$ cat src/rtl/fetch_ifid.sv
// Fetch stage plus IF/ID pipeline register feeding decode.
// Issues in-order requests to a variable-latency instruction memory; handles stall, redirect and HALT.
module fetch_ifid #(
    parameter logic [15:0] RESET_PC  = 16'h0000,
    parameter logic [15:0] NOP_INSTR = 16'h0800
) (
    input  logic        clk,
    input  logic        rst,
    input  logic        stall,
    input  logic        flush,
    input  logic [15:0] nextPC,
    input  logic        halt_dec,
    input  logic [15:0] imem_data,
    input  logic        imem_done,
    output logic        imem_rd,
    output logic [15:0] imem_addr,
    output logic [15:0] instruction,
    output logic [15:0] currPC,
    output logic [15:0] new_addr,
    output logic        valid_id,
    output logic        fetch_busy,
    output logic        err
);

    typedef enum logic [1:0] {FETCH, HOLD, DRAIN, HALTED} state_t;

    state_t      state, state_nxt;
    logic [15:0] pc, pc_nxt;
    logic [15:0] drain_addr, drain_addr_nxt;
    logic        drain_halt, drain_halt_nxt;
    logic [15:0] hold_instr, hold_instr_nxt;
    logic [15:0] hold_pc, hold_pc_nxt;
    logic [15:0] instr_nxt, curr_pc_nxt, new_addr_nxt;
    logic        valid_nxt, err_nxt;
    logic        halt_take, accept_flush, misaligned;

    assign misaligned   = nextPC[0];
    assign halt_take    = halt_dec & valid_id & ~stall & ~flush;
    // A drain that ends in HALTED already belongs to a halted machine, so redirects are ignored there.
    assign accept_flush = flush & (state != HALTED) & ~((state == DRAIN) & drain_halt);

    assign imem_rd    = rst & ((state == FETCH) | (state == DRAIN));
    assign imem_addr  = (state == DRAIN) ? drain_addr : pc;
    assign fetch_busy = imem_rd & ~imem_done;

    always_comb begin
        // NOTE: every next-state value defaults to the current value, so no branch can infer a latch.
        state_nxt      = state;
        pc_nxt         = pc;
        drain_addr_nxt = drain_addr;
        drain_halt_nxt = drain_halt;
        hold_instr_nxt = hold_instr;
        hold_pc_nxt    = hold_pc;
        instr_nxt      = instruction;
        curr_pc_nxt    = currPC;
        new_addr_nxt   = new_addr;
        valid_nxt      = valid_id;
        err_nxt        = err;

        if (accept_flush) begin
            instr_nxt    = NOP_INSTR;
            curr_pc_nxt  = nextPC;
            new_addr_nxt = nextPC + 16'd2;
            valid_nxt    = 1'b0;
            pc_nxt       = nextPC;
            err_nxt      = err | misaligned;
            if (imem_rd & ~imem_done) begin
                state_nxt      = DRAIN;
                drain_halt_nxt = misaligned;
                if (state == FETCH) drain_addr_nxt = pc;
            end else begin
                state_nxt = misaligned ? HALTED : FETCH;
            end
        end else begin
            case (state)
                FETCH: begin
                    if (halt_take) begin
                        instr_nxt = NOP_INSTR;
                        valid_nxt = 1'b0;
                        if (imem_done) begin
                            state_nxt = HALTED;
                        end else begin
                            state_nxt      = DRAIN;
                            drain_addr_nxt = pc;
                            drain_halt_nxt = 1'b1;
                        end
                    end else if (imem_done) begin
                        pc_nxt = pc + 16'd2;
                        if (stall) begin
                            hold_instr_nxt = imem_data;
                            hold_pc_nxt    = pc;
                            state_nxt      = HOLD;
                        end else begin
                            instr_nxt    = imem_data;
                            curr_pc_nxt  = pc;
                            new_addr_nxt = pc + 16'd2;
                            valid_nxt    = 1'b1;
                        end
                    end else if (!stall) begin
                        // Decode consumed the current word and nothing new arrived: keep the fields, drop valid.
                        valid_nxt = 1'b0;
                    end
                end
                HOLD: begin
                    if (halt_take) begin
                        instr_nxt = NOP_INSTR;
                        valid_nxt = 1'b0;
                        state_nxt = HALTED;
                    end else if (!stall) begin
                        instr_nxt    = hold_instr;
                        curr_pc_nxt  = hold_pc;
                        new_addr_nxt = hold_pc + 16'd2;
                        valid_nxt    = 1'b1;
                        state_nxt    = FETCH;
                    end
                end
                DRAIN: begin
                    if (imem_done) state_nxt = drain_halt ? HALTED : FETCH;
                end
                default: ;
            endcase
        end
    end

    always_ff @(posedge clk or negedge rst) begin
        if (!rst) begin
            state       <= FETCH;
            pc          <= RESET_PC;
            drain_addr  <= RESET_PC;
            drain_halt  <= 1'b0;
            hold_instr  <= NOP_INSTR;
            hold_pc     <= RESET_PC;
            instruction <= NOP_INSTR;
            currPC      <= RESET_PC;
            new_addr    <= RESET_PC + 16'd2;
            valid_id    <= 1'b0;
            err         <= 1'b0;
        end else begin
            // NOTE: non-blocking updates so every register samples the pre-edge values.
            state       <= state_nxt;
            pc          <= pc_nxt;
            drain_addr  <= drain_addr_nxt;
            drain_halt  <= drain_halt_nxt;
            hold_instr  <= hold_instr_nxt;
            hold_pc     <= hold_pc_nxt;
            instruction <= instr_nxt;
            currPC      <= curr_pc_nxt;
            new_addr    <= new_addr_nxt;
            valid_id    <= valid_nxt;
            err         <= err_nxt;
        end
    end

endmodule

$ cat config.mk
export PLATFORM = sky130hd
export DESIGN_NAME = fetch_ifid
export DESIGN_NICKNAME = d
export VERILOG_FILES = /design/src/rtl/fetch_ifid.sv
export SDC_FILE = /design/constraint.sdc
export NUM_CORES = 1
export LEC_CHECK = 0
export BUFFER_PORTS_ARGS = -buffer_cell sky130_fd_sc_hd__buf_2
export CAP_MARGIN = 20
export CORE_UTILIZATION = 40
export DETAILED_ROUTE_END_ITERATION = 7
export GPL_TIMING_DRIVEN = 0
export HOLD_SLACK_MARGIN = 0.02
export PLACE_DENSITY_LB_ADDON = 0.08
export SYNTH_ARGS = -nofsm -noshare
export SYNTH_HDL_FRONTEND = slang
export SYNTH_SLANG_ARGS = --single-unit
$ cat constraint.sdc
create_clock -name clk -period 5.8 [get_ports clk]
set_input_delay 0 -clock clk [delete_from_list [all_inputs] [get_ports clk]]
set_output_delay 0 -clock clk [all_outputs]
set_load 0.02 [all_outputs]
==> results of run 1 <==
==> metal layers <==
| metal | vias to the layer above | part of all wire, % | GRT usage (%) |
|---|---|---|---|
| met2 | 187 | 47 | 40.45 |
| li1 | 2605 | - | - |
| met1 | 2741 | 45 | 33.09 |
| met4 | 0 | 2.3 | 8.618 |
| met3 | 33 | 5.5 | 5.409 |
| met5 | - | 0 | 0 |
==> cell usage in the layout (no fill, tap or decap), drive strengths merged, types with 14 or more instances in the layout <==
| cell type | Yosys | final |
|---|---|---|
| nor3 | 15 | 15 |
| dlygate4sd3 | 0 | 25 |
| o31ai | 20 | 20 |
| xor2 | 21 | 21 |
| mux2 | 62 | 62 |
| a211oi | 14 | 14 |
| inv | 15 | 16 |
| o21ai | 19 | 19 |
| dfrtp | 113 | 113 |
| nand2 | 59 | 59 |
| clkbuf | 16 | 35 |
| nor2 | 51 | 51 |
| a21o | 14 | 14 |
| buf | 34 | 140 |
| mux2i | 40 | 40 |
| xnor2 | 15 | 15 |
| nand3 | 20 | 20 |
| a21oi | 25 | 25 |
==> cell type report <==
cell class | count | area [µm²] | area share, %
clock buffers | 19 | 432.9 | 5.264
clock inverters | 13 | 206.4 | 2.510
well taps | 216 | 270.3 | 3.286
plain buffers | 50 | 257.7 | 3.134
flip-flops and latches | 116 | 2907 | 35.34
inverters | 15 | 56.30 | 0.6846
repair buffers | 131 | 809.5 | 9.843
multi-input cells | 460 | 3284 | 39.94
==> final timing paths <==
kind,from,end,slack (ps),cells after the start
worst max-delay path,state[0]$_DFFE_PN0P_,imem_addr[8],3000,6
worst min-delay path,nextPC[8],new_addr[8]$_DFFE_PN0P_,30,4
worst max register to register,state[0]$_DFFE_PN0P_,hold_pc[6]$_DFFE_PN0P_,3350,8
worst min register to register,instruction[11]$_DFFE_PN1P_,instruction[11]$_DFFE_PN1P_,460,2
max in group asynchronous,rst,drain_addr[12]$_DFFE_PN0P_,5020,3
min in group asynchronous,rst,drain_addr[0]$_DFFE_PN0P_,40,2
==> through the flow <==
step	cell area, µm²	cells	hold slack (ps)	setup WS, ps	power [µW]
floorplan	6505	641	-295.6	3790	3195
detailed placement	7335	963	-86.57	3430	4005
global placement	7301	962	248.4	2305	3950
global route	8224	1020	33.50	2864	5501
CTS	8224	1020	22.40	2980	5192
finish	8224	1020	30.71	3004	5171
==> power groups by stage <==
| stage | Clock, µW | Sequential, µW | Combinational [µW] |
|---|---|---|---|
| 3_5_place_dp | 0 | 1500 | 2510 |
| 2_1_floorplan | 0 | 1610 | 1580 |
| 4_1_cts | 1170 | 1480 | 2540 |
| 6_report | 1160 | 1480 | 2530 |
| 3_3_place_gp | 0 | 1470 | 2480 |
| 5_1_grt | 1210 | 1540 | 2750 |
==> critical path: stages, from the launching register on <==
cell and delay [ps]:
sky130_fd_sc_hd__dfrtp_1 420, sky130_fd_sc_hd__inv_1 90, sky130_fd_sc_hd__ha_1 190, sky130_fd_sc_hd__clkbuf_1 520, sky130_fd_sc_hd__clkbuf_1 580, sky130_fd_sc_hd__mux2_2 410
sky130_fd_sc_hd__buf_2 160
==> state kept, by name, indices dropped and copies added, names as in the netlist <==
| register | count |
|---|---|
| currPC | 16 |
| valid_id | 1 |
| drain_addr | 16 |
| hold_instr | 16 |
| pc | 16 |
| err | 1 |
| new_addr | 15 |
| instruction | 16 |
| drain_halt | 1 |
| state | 2 |
| hold_pc | 16 |
==> logic make-up after synthesis <==
logic type / count (synthesis) / share of synthesized area [%]
AOI/OAI and AO/OA: 135 / 14.08
xor gates and xnor gates: 36 / 4.847
adders and majority gates: 7 / 1.346
buffers and inverters: 65 / 4.828
DFF: 116 / 44.68
muxes: 102 / 16.89
and+or+nand+nor: 180 / 13.33
==> metrics.md, run 1 <==
| Metric | Value |
|---|---|
| Status | completed |
| Routability congestion estimate from global placement | 0.8811 |
| Diodes inserted | 0 |
| CTS tree | built |
| Library cells used by synthesis | 54 |
| Clock sink count | 116 |
| Largest area contributor in the synthesized netlist | sky130_fd_sc_hd__dfrtp_1 |
| Y dimension of the die | 129.5 µm |
| Post-Route Setup TNS | 0 ps |
| Critical Path AT | 2800 ps |
| DIE AREA | between 15000 and 20000 µm² |
| Buffers inserted by post-CTS timing repair | 0 |
| Number of search-and-repair iterations in the first detailed-routing pass | 5 |
| Global-route total usage across every layer | 24.98% |
| Max VDD drop | 0.2327 mV |
| Number of flops mapped to enable cells by yosys | 0 |
| Maximum net fanout on the critical path | 10 |
| Part of the Yosys area used for sequential elements | 44.68% |
| Number of vias per cell after detailed routing | 5.457 |
| Wire length of the first global-routing pass | 30750 µm |
| Synthesized Nets | between 600 and 700 |
| Synthesized netlist cell count | 641 |
| Ys async rst share | 100.0% |
| Synth cell count leaders | 113 x sky130_fd_sc_hd__dfrtp_1, 61 x sky130_fd_sc_hd__mux2_2, 59 x sky130_fd_sc_hd__nand2_1 |
| Number of pins exceeding their max-slew limit in the final report | 0 |
| Antenna violations before repair | 0 |
| Switching part of the total power | 42.60% |
| Total of max-cap violations | 0 |
| Core box area | 15890 µm² |
| Number of hold-repair buffers added at the cts stage | 25 |
| Share of layout cells above drive strength 1 | 29.23% |
| Total via count in the routed design | 5566 |
| Effective utilization at floorplan | slightly above 40% |
| Core Util, Final | 51.77% |
| Critical path start-end classification | reg -> out |
| Clock power share | 22.4% |
| Mean instance size in the synthesized netlist | 10.15 µm² |
| Die X-Extent | 129.5 µm |
| Unrepaired setup endpoints after global routing | no |
| Net switching power of the design | 2203 µW |
| Fillers | 1510 |
| Power density of the placed cells | 628.8 nW/µm² |
| Slew HR | 49.06% |
| Pint | 2968 µW |
| TritonCTS Buffers | 17 |
| Period utilisation layout | 48.20% |
| Sequential share of power | 28.7% |
| Maximum clock skew at final layout | 6.827 ps |
| Yosys top cell area share | 43.47% |
| GRT overflow | 0 |
| Count of input and output buffers | 105 |
| Routed WL per cell | 19.62 µm |
| Worst-path clk slew | about 60 ps |
| Reported leakage power | 0.003670 µW |
| Post-synthesis cell area | 6505 µm² |
| Post-cts repair resize count | 0 |
| Startpoint class of the critical path | flop |
| Maximum level of the CTS H-tree | 4 |
| # nets final | 836 |
| Number of top-level pins | 106 |
| Gate power share | between 40% and 50% |
| Worst hold path type | in -> reg |
| Total DRC errors in the routed layout | 0 |
| Required time of the critical path | 5800 ps |
| Most numerous cell in the Yosys netlist | sky130_fd_sc_hd__dfrtp_1 |
| Largest cells by area after synthesis | sky130_fd_sc_hd__dfrtp_1 43%, sky130_fd_sc_hd__mux2_2 11%, sky130_fd_sc_hd__mux2i_1 6.2%, sky130_fd_sc_hd__nand2_1 3.4%, sky130_fd_sc_hd__nor2_1 2.9% |
| Clock latency on the worst-skew pair | 420 ps |
| Dominant register cell in the synthesized netlist | sky130_fd_sc_hd__dfrtp_1 |
| Max Fclk | 0.3577 GHz |
| Count of antenna-violating nets left after detailed routing | 0 |
| Final worst path period need | 2796 ps |
| DR iter-0 viols | approximately 400 |
| Number of global-route vias before repair | 5452 |
| Element type at the critical path end | primary output |
| Placement row count | between 40 and 50 |
| Setup violations, final | 0 |
| Number of storage elements in the synthesis netlist | roughly 120 |
| Drt total wl | 20020 µm |
| Number of warnings printed during yosys synthesis | 0 |
| Area grow syn2layout | 26.43% |
| Number of failing hold endpoints at the final stage | 0 |
| Maximum number of pins on one net before global-route repair | 87 |
| Root Buffer Master | sky130_fd_sc_hd__clkbuf_16 |
| Clock buffer depth | 2 |
| Slew at the pin with the worst max-slew slack | 764.2 ps |
| Post-detail-place hpwl | 14340 µm |
(Power assumes the default switching activity.)
==> run 2: changes to the inputs <==
--- a/config.mk
+++ b/config.mk
@@ -5,6 +5,7 @@
 export SDC_FILE = /design/constraint.sdc
 export NUM_CORES = 1
 export LEC_CHECK = 0
+export ABC_AREA = 1
 export BUFFER_PORTS_ARGS = -buffer_cell sky130_fd_sc_hd__buf_2
 export CAP_MARGIN = 20
 export CORE_UTILIZATION = 40
==> constraint.sdc (replaced) <==
create_clock -name clk -period 2.27 [get_ports clk]
set_input_delay 0 -clock clk [delete_from_list [all_inputs] [get_ports clk]]
set_output_delay 0 -clock clk [all_outputs]
set_load 0.02 [all_outputs]
==> run 2 against run 1 <==
Against the previous run: routed wire length grew 3.0%; clock skew is 2.3 ps higher; critical path depth is 4 higher; sequential share of layout area decreased by 0.12 points; critical path type is now reg -> reg; critical endpoint is now hold_instr[0]$_DFFE_PN0P_; largest cell class unchanged; largest power group unchanged.
==> metrics.md, run 2 <==
| Metric | Value |
|---|---|
| Status | completed |
| Total of max-cap violations | 0 (unchanged) |
| Worst Setup SP | state[0]$_DFFE_PN0P_ |
| Startpoint class of the critical path | flop |
| Buffers inserted by post-CTS timing repair | 0 (unchanged) |
| Cell area after placement | 7276 µm² (-0.80%) |
| Share of layout cells above drive strength 1 | 18.07% (-11 points) |
| Number of search-and-repair iterations in the first detailed-routing pass | 6 (+1) |
| Power density of the placed cells | 1522 nW/µm² (+140%) |
| Setup violations, final | 0 (unchanged) |
| Largest cells by area after synthesis | sky130_fd_sc_hd__dfrtp_1 44%, sky130_fd_sc_hd__nand2_1 17%, sky130_fd_sc_hd__o21ai_0 8.2%, sky130_fd_sc_hd__inv_1 4.8%, sky130_fd_sc_hd__nand3_1 4.1% |
| Y dimension of the die | 128.9 µm (-0.45%) |
| Cell class contributing the biggest share of worst-path delay | buffers and inverters |
| Maximum net fanout on the critical path | 10 (unchanged) |
| Most numerous cell in the Yosys netlist | sky130_fd_sc_hd__nand2_1 |
| Library cells used by synthesis | 33 (-39%) |
| Yosys top cell area share | 43.87% (+0.40 points) |
| Number of storage elements in the synthesis netlist | 116 (unchanged) |
| Number of global-route vias before repair | 5891 (+8.1%) |
| DIE AREA | 16630 µm² (-0.89%) |
| Mean instance size in the synthesized netlist | 7.342 µm² (-28%) |
| Post-synthesis cell area | 6446 µm² (-0.90%) |
| GRT overflow | 0 (unchanged) |
| Core box area | 15830 µm² (-0.36%) |
| Required time of the critical path | 2560 ps (-3240 ps) |
| DR iter-0 viols | 533 (+35%) |
| Synth cell count leaders | 291 x sky130_fd_sc_hd__nand2_1, 113 x sky130_fd_sc_hd__dfrtp_1, 105 x sky130_fd_sc_hd__o21ai_0 |
| Synthesized Nets | 923 (+35%) |
| Critical Path AT | 2390 ps (-410 ps) |
| Worst hold path type | in -> reg |
| Number of warnings printed during yosys synthesis | 0 (unchanged) |
| Final worst path period need | 2103 ps |
| Global-route total usage across every layer | 25.62% (+0.65 points) |
| Diodes inserted | 0 (unchanged) |
| Worst path cell trace | inv_1, ha_1, buf_4, nand2_4, nand3_4, inv_2, nor2_2, nand3_2, clkbuf_1, o21ai_0 |
| Ys async rst share | 100.0% (unchanged) |
| Hold slack | 37.86 ps (+7.143 ps) |
| Reported leakage power | 0.004196 µW (+14%) |
| Number of vias per cell after detailed routing | 5.111 (-6.3%) |
| Clock latency on the worst-skew pair | 420 ps (about the same) |
| Unrepaired setup endpoints after global routing | no |
| Count of input and output buffers | 105 (unchanged) |
| Area grow syn2layout | 28.01% |
| Total DRC errors in the routed layout | 0 (unchanged) |
| Slew HR | 55.41% (+6.4 points) |
| Slowest cell on crit path | sky130_fd_sc_hd__clkbuf_1 |
| Leading cell types in the layout, fill and taps excluded | 291 x sky130_fd_sc_hd__nand2_1, 117 x sky130_fd_sc_hd__buf_2, 113 x sky130_fd_sc_hd__dfrtp_1 |
| Clock sink count | 116 (unchanged) |
| Maximum clock skew at final layout | 9.112 ps (+2.285 ps) |
| Max Fclk | 0.4756 GHz |
| Core Util, Final | 52.13% (+0.36 points) |
| Placement row count | 46 (unchanged) |
| Critical path start-end classification | reg -> reg |
| # nets final | 1079 (+29%) |
| Reg2reg end | hold_instr[0]$_DFFE_PN0P_ |
| Slack of the worst reg-to-reg path | 170 ps (-3180 ps) |
| Number of pins exceeding their max-slew limit in the final report | 0 (unchanged) |
| Number of flops mapped to enable cells by yosys | 0 (unchanged) |
| Element type at the critical path end | flop |
| Leading cell type in the layout, fill and taps excluded | sky130_fd_sc_hd__nand2_1 |
| Largest area contributor in the synthesized netlist | sky130_fd_sc_hd__dfrtp_1 |
| Die X-Extent | 128.9 µm (-0.45%) |
| Total via count in the routed design | 6450 (+16%) |
| Post-route cell area | 8252 µm² (+0.33%) |
| Critical R2R Launch | state[0]$_DFFE_PN0P_ |
| Root Buffer Master | sky130_fd_sc_hd__clkbuf_16 |
| Maximum level of the CTS H-tree | 4 (unchanged) |
| Endpoint of the most critical setup path | hold_instr[0]$_DFFE_PN0P_ |
| Post-Route Setup TNS | 0 ps (unchanged) |
| Synthesized netlist cell count | 878 (+37%) |
| Maximum number of pins on one net before global-route repair | 81 (-6.9%) |
| CTS tree | built |
| Clock buffer depth | 2 (unchanged) |
| Routed WL per cell | 16.34 µm (-17%) |
| Max VDD drop | 0.6726 mV (+190%) |
| Worst min-delay path startpoint | imem_done |
| Dominant register cell in the synthesized netlist | sky130_fd_sc_hd__dfrtp_1 |
| Number of failing hold endpoints at the final stage | 0 (unchanged) |
| Slew at the pin with the worst max-slew slack | 668.9 ps (-95.26 ps) |
| Length in cells of the worst reg-to-reg path | 10 (+2) |
| Max stage delay on crit path | 440 ps (-140 ps) |
| Effective utilization at floorplan | 40.73% (-0.22 points) |
| Fillers | 1585 (+5.0%) |
| TritonCTS Buffers | 17 (unchanged) |
| Part of the Yosys area used for sequential elements | 45.09% (+0.41 points) |
| Post-detail-place hpwl | 15100 µm (+5.3%) |
| Total Power | 12560 µW (+140%) |
| Routability congestion estimate from global placement | 0.9270 (+5.2%) |
| Wire length of the first global-routing pass | 31440 µm (+2.2%) |
| Stages on worst setup path | 10 (+4) |
| Antenna violations before repair | 0 (unchanged) |
| Crit path buf inv count | 4 (unchanged) |
| Count of antenna-violating nets left after detailed routing | 0 (unchanged) |
| Drt total wl | 20620 µm (+3.0%) |
| Worst-path clk slew | 50 ps (about the same) |
| Period utilisation layout | about 90% |
| Number of top-level pins | 106 (unchanged) |
==> run 2: cell types whose count changed in the layout (fill, tap and decap cells not counted), moves of 12 or more <==
cell	delta
sky130_fd_sc_hd__nand2_1	+232
sky130_fd_sc_hd__o21ai_0	+88
sky130_fd_sc_hd__inv_1	+67
sky130_fd_sc_hd__mux2_2	-61
sky130_fd_sc_hd__mux2i_1	-40
sky130_fd_sc_hd__nand3_1	+33
sky130_fd_sc_hd__o31ai_1	-20
sky130_fd_sc_hd__nor2_1	+17
sky130_fd_sc_hd__o21ai_1	+17
sky130_fd_sc_hd__nor3_1	-15
sky130_fd_sc_hd__a211oi_1	-14
sky130_fd_sc_hd__a21o_1	-14
sky130_fd_sc_hd__o22a_1	-12
sky130_fd_sc_hd__xnor2_1	-12
==> run 2: layout make-up <==
| class | instances | area [µm²] | area share, % |
|---|---|---|---|
| Buffer | 39 | 219.0 | 2.654 |
| Clock buffer | 23 | 498.0 | 6.035 |
| Tap cell | 216 | 270.3 | 3.275 |
| Inverter | 87 | 326.6 | 3.958 |
| Timing Repair Buffer | 137 | 884.6 | 10.72 |
| Multi-Input combinational cell | 636 | 3000 | 36.36 |
| Clock inverter | 8 | 146.4 | 1.774 |
| Sequential cell | 116 | 2907 | 35.22 |
==> run 2: power by group <==
part | switching, µW | internal (µW)
Sequential | 718 | 3040
Clock | 965 | 1970
Combinational | 3960 | 1900
Total | 5640 | 6920
==> run 2: per-stage QoR <==
step	worst slack, ps	std cells
after floorplan	366.1	878
after global placement	-1054	1199
after detailed placement	25.00	1200
after CTS	8.040	1261
after global routing	4.906	1262
final	167.4	1262
==> run 2: kinds of logic after synthesis <==
family	Yosys count	synth area share, %
AO/OA/AOI/OAI	176	15.04
XOR/XNOR	14	1.902
adder cells (fa/ha/maj)	7	1.359
buffers and inverters	126	8.366
flip-flops	116	45.09
AND/OR/NAND/NOR	439	28.24
==> run 2: worst min path at each step <==
stage,endpoint,slack (ps),cells past startpoint
after global routing,valid_id$_DFFE_PN0P_,70,5
after CTS,valid_id$_DFFE_PN0P_,20,5
after global placement,hold_instr[11]$_DFFE_PN1P_,250,3
final,valid_id$_DFFE_PN0P_,40,5
after floorplan,currPC[0]$_DFFE_PN0P_,-300,0
after detailed placement,drain_addr[2]$_DFFE_PN0P_,-70,1
==> run 2: tightest hold or removal path, cell delays in order <==
cell                      delay (ps)
sky130_fd_sc_hd__buf_2           110
sky130_fd_sc_hd__a21oi_1          40
sky130_fd_sc_hd__a21oi_1         140
sky130_fd_sc_hd__o22ai_1          90
sky130_fd_sc_hd__inv_1            50
==> run 2: repair_timing <==
| action | CTS | global route |
|---|---|---|
| gates resized for setup | 0 | 7 |
| hold endpoints to repair | 164 | 0 |
| hold buffers | 30 | 0 |
| endpoints found under the setup margin | 0 | 11 |
==> run 2: per-layer routing <==
layer | part of all wire, % | global-route usage (%) | vias up
li1 | - | - | 3166
met1 | 44 | 32.33 | 3066
met2 | 49 | 43.24 | 183
met3 | 4.7 | 4.657 | 35
met4 | 2.5 | 10.66 | 0
met5 | 0 | 0 | -
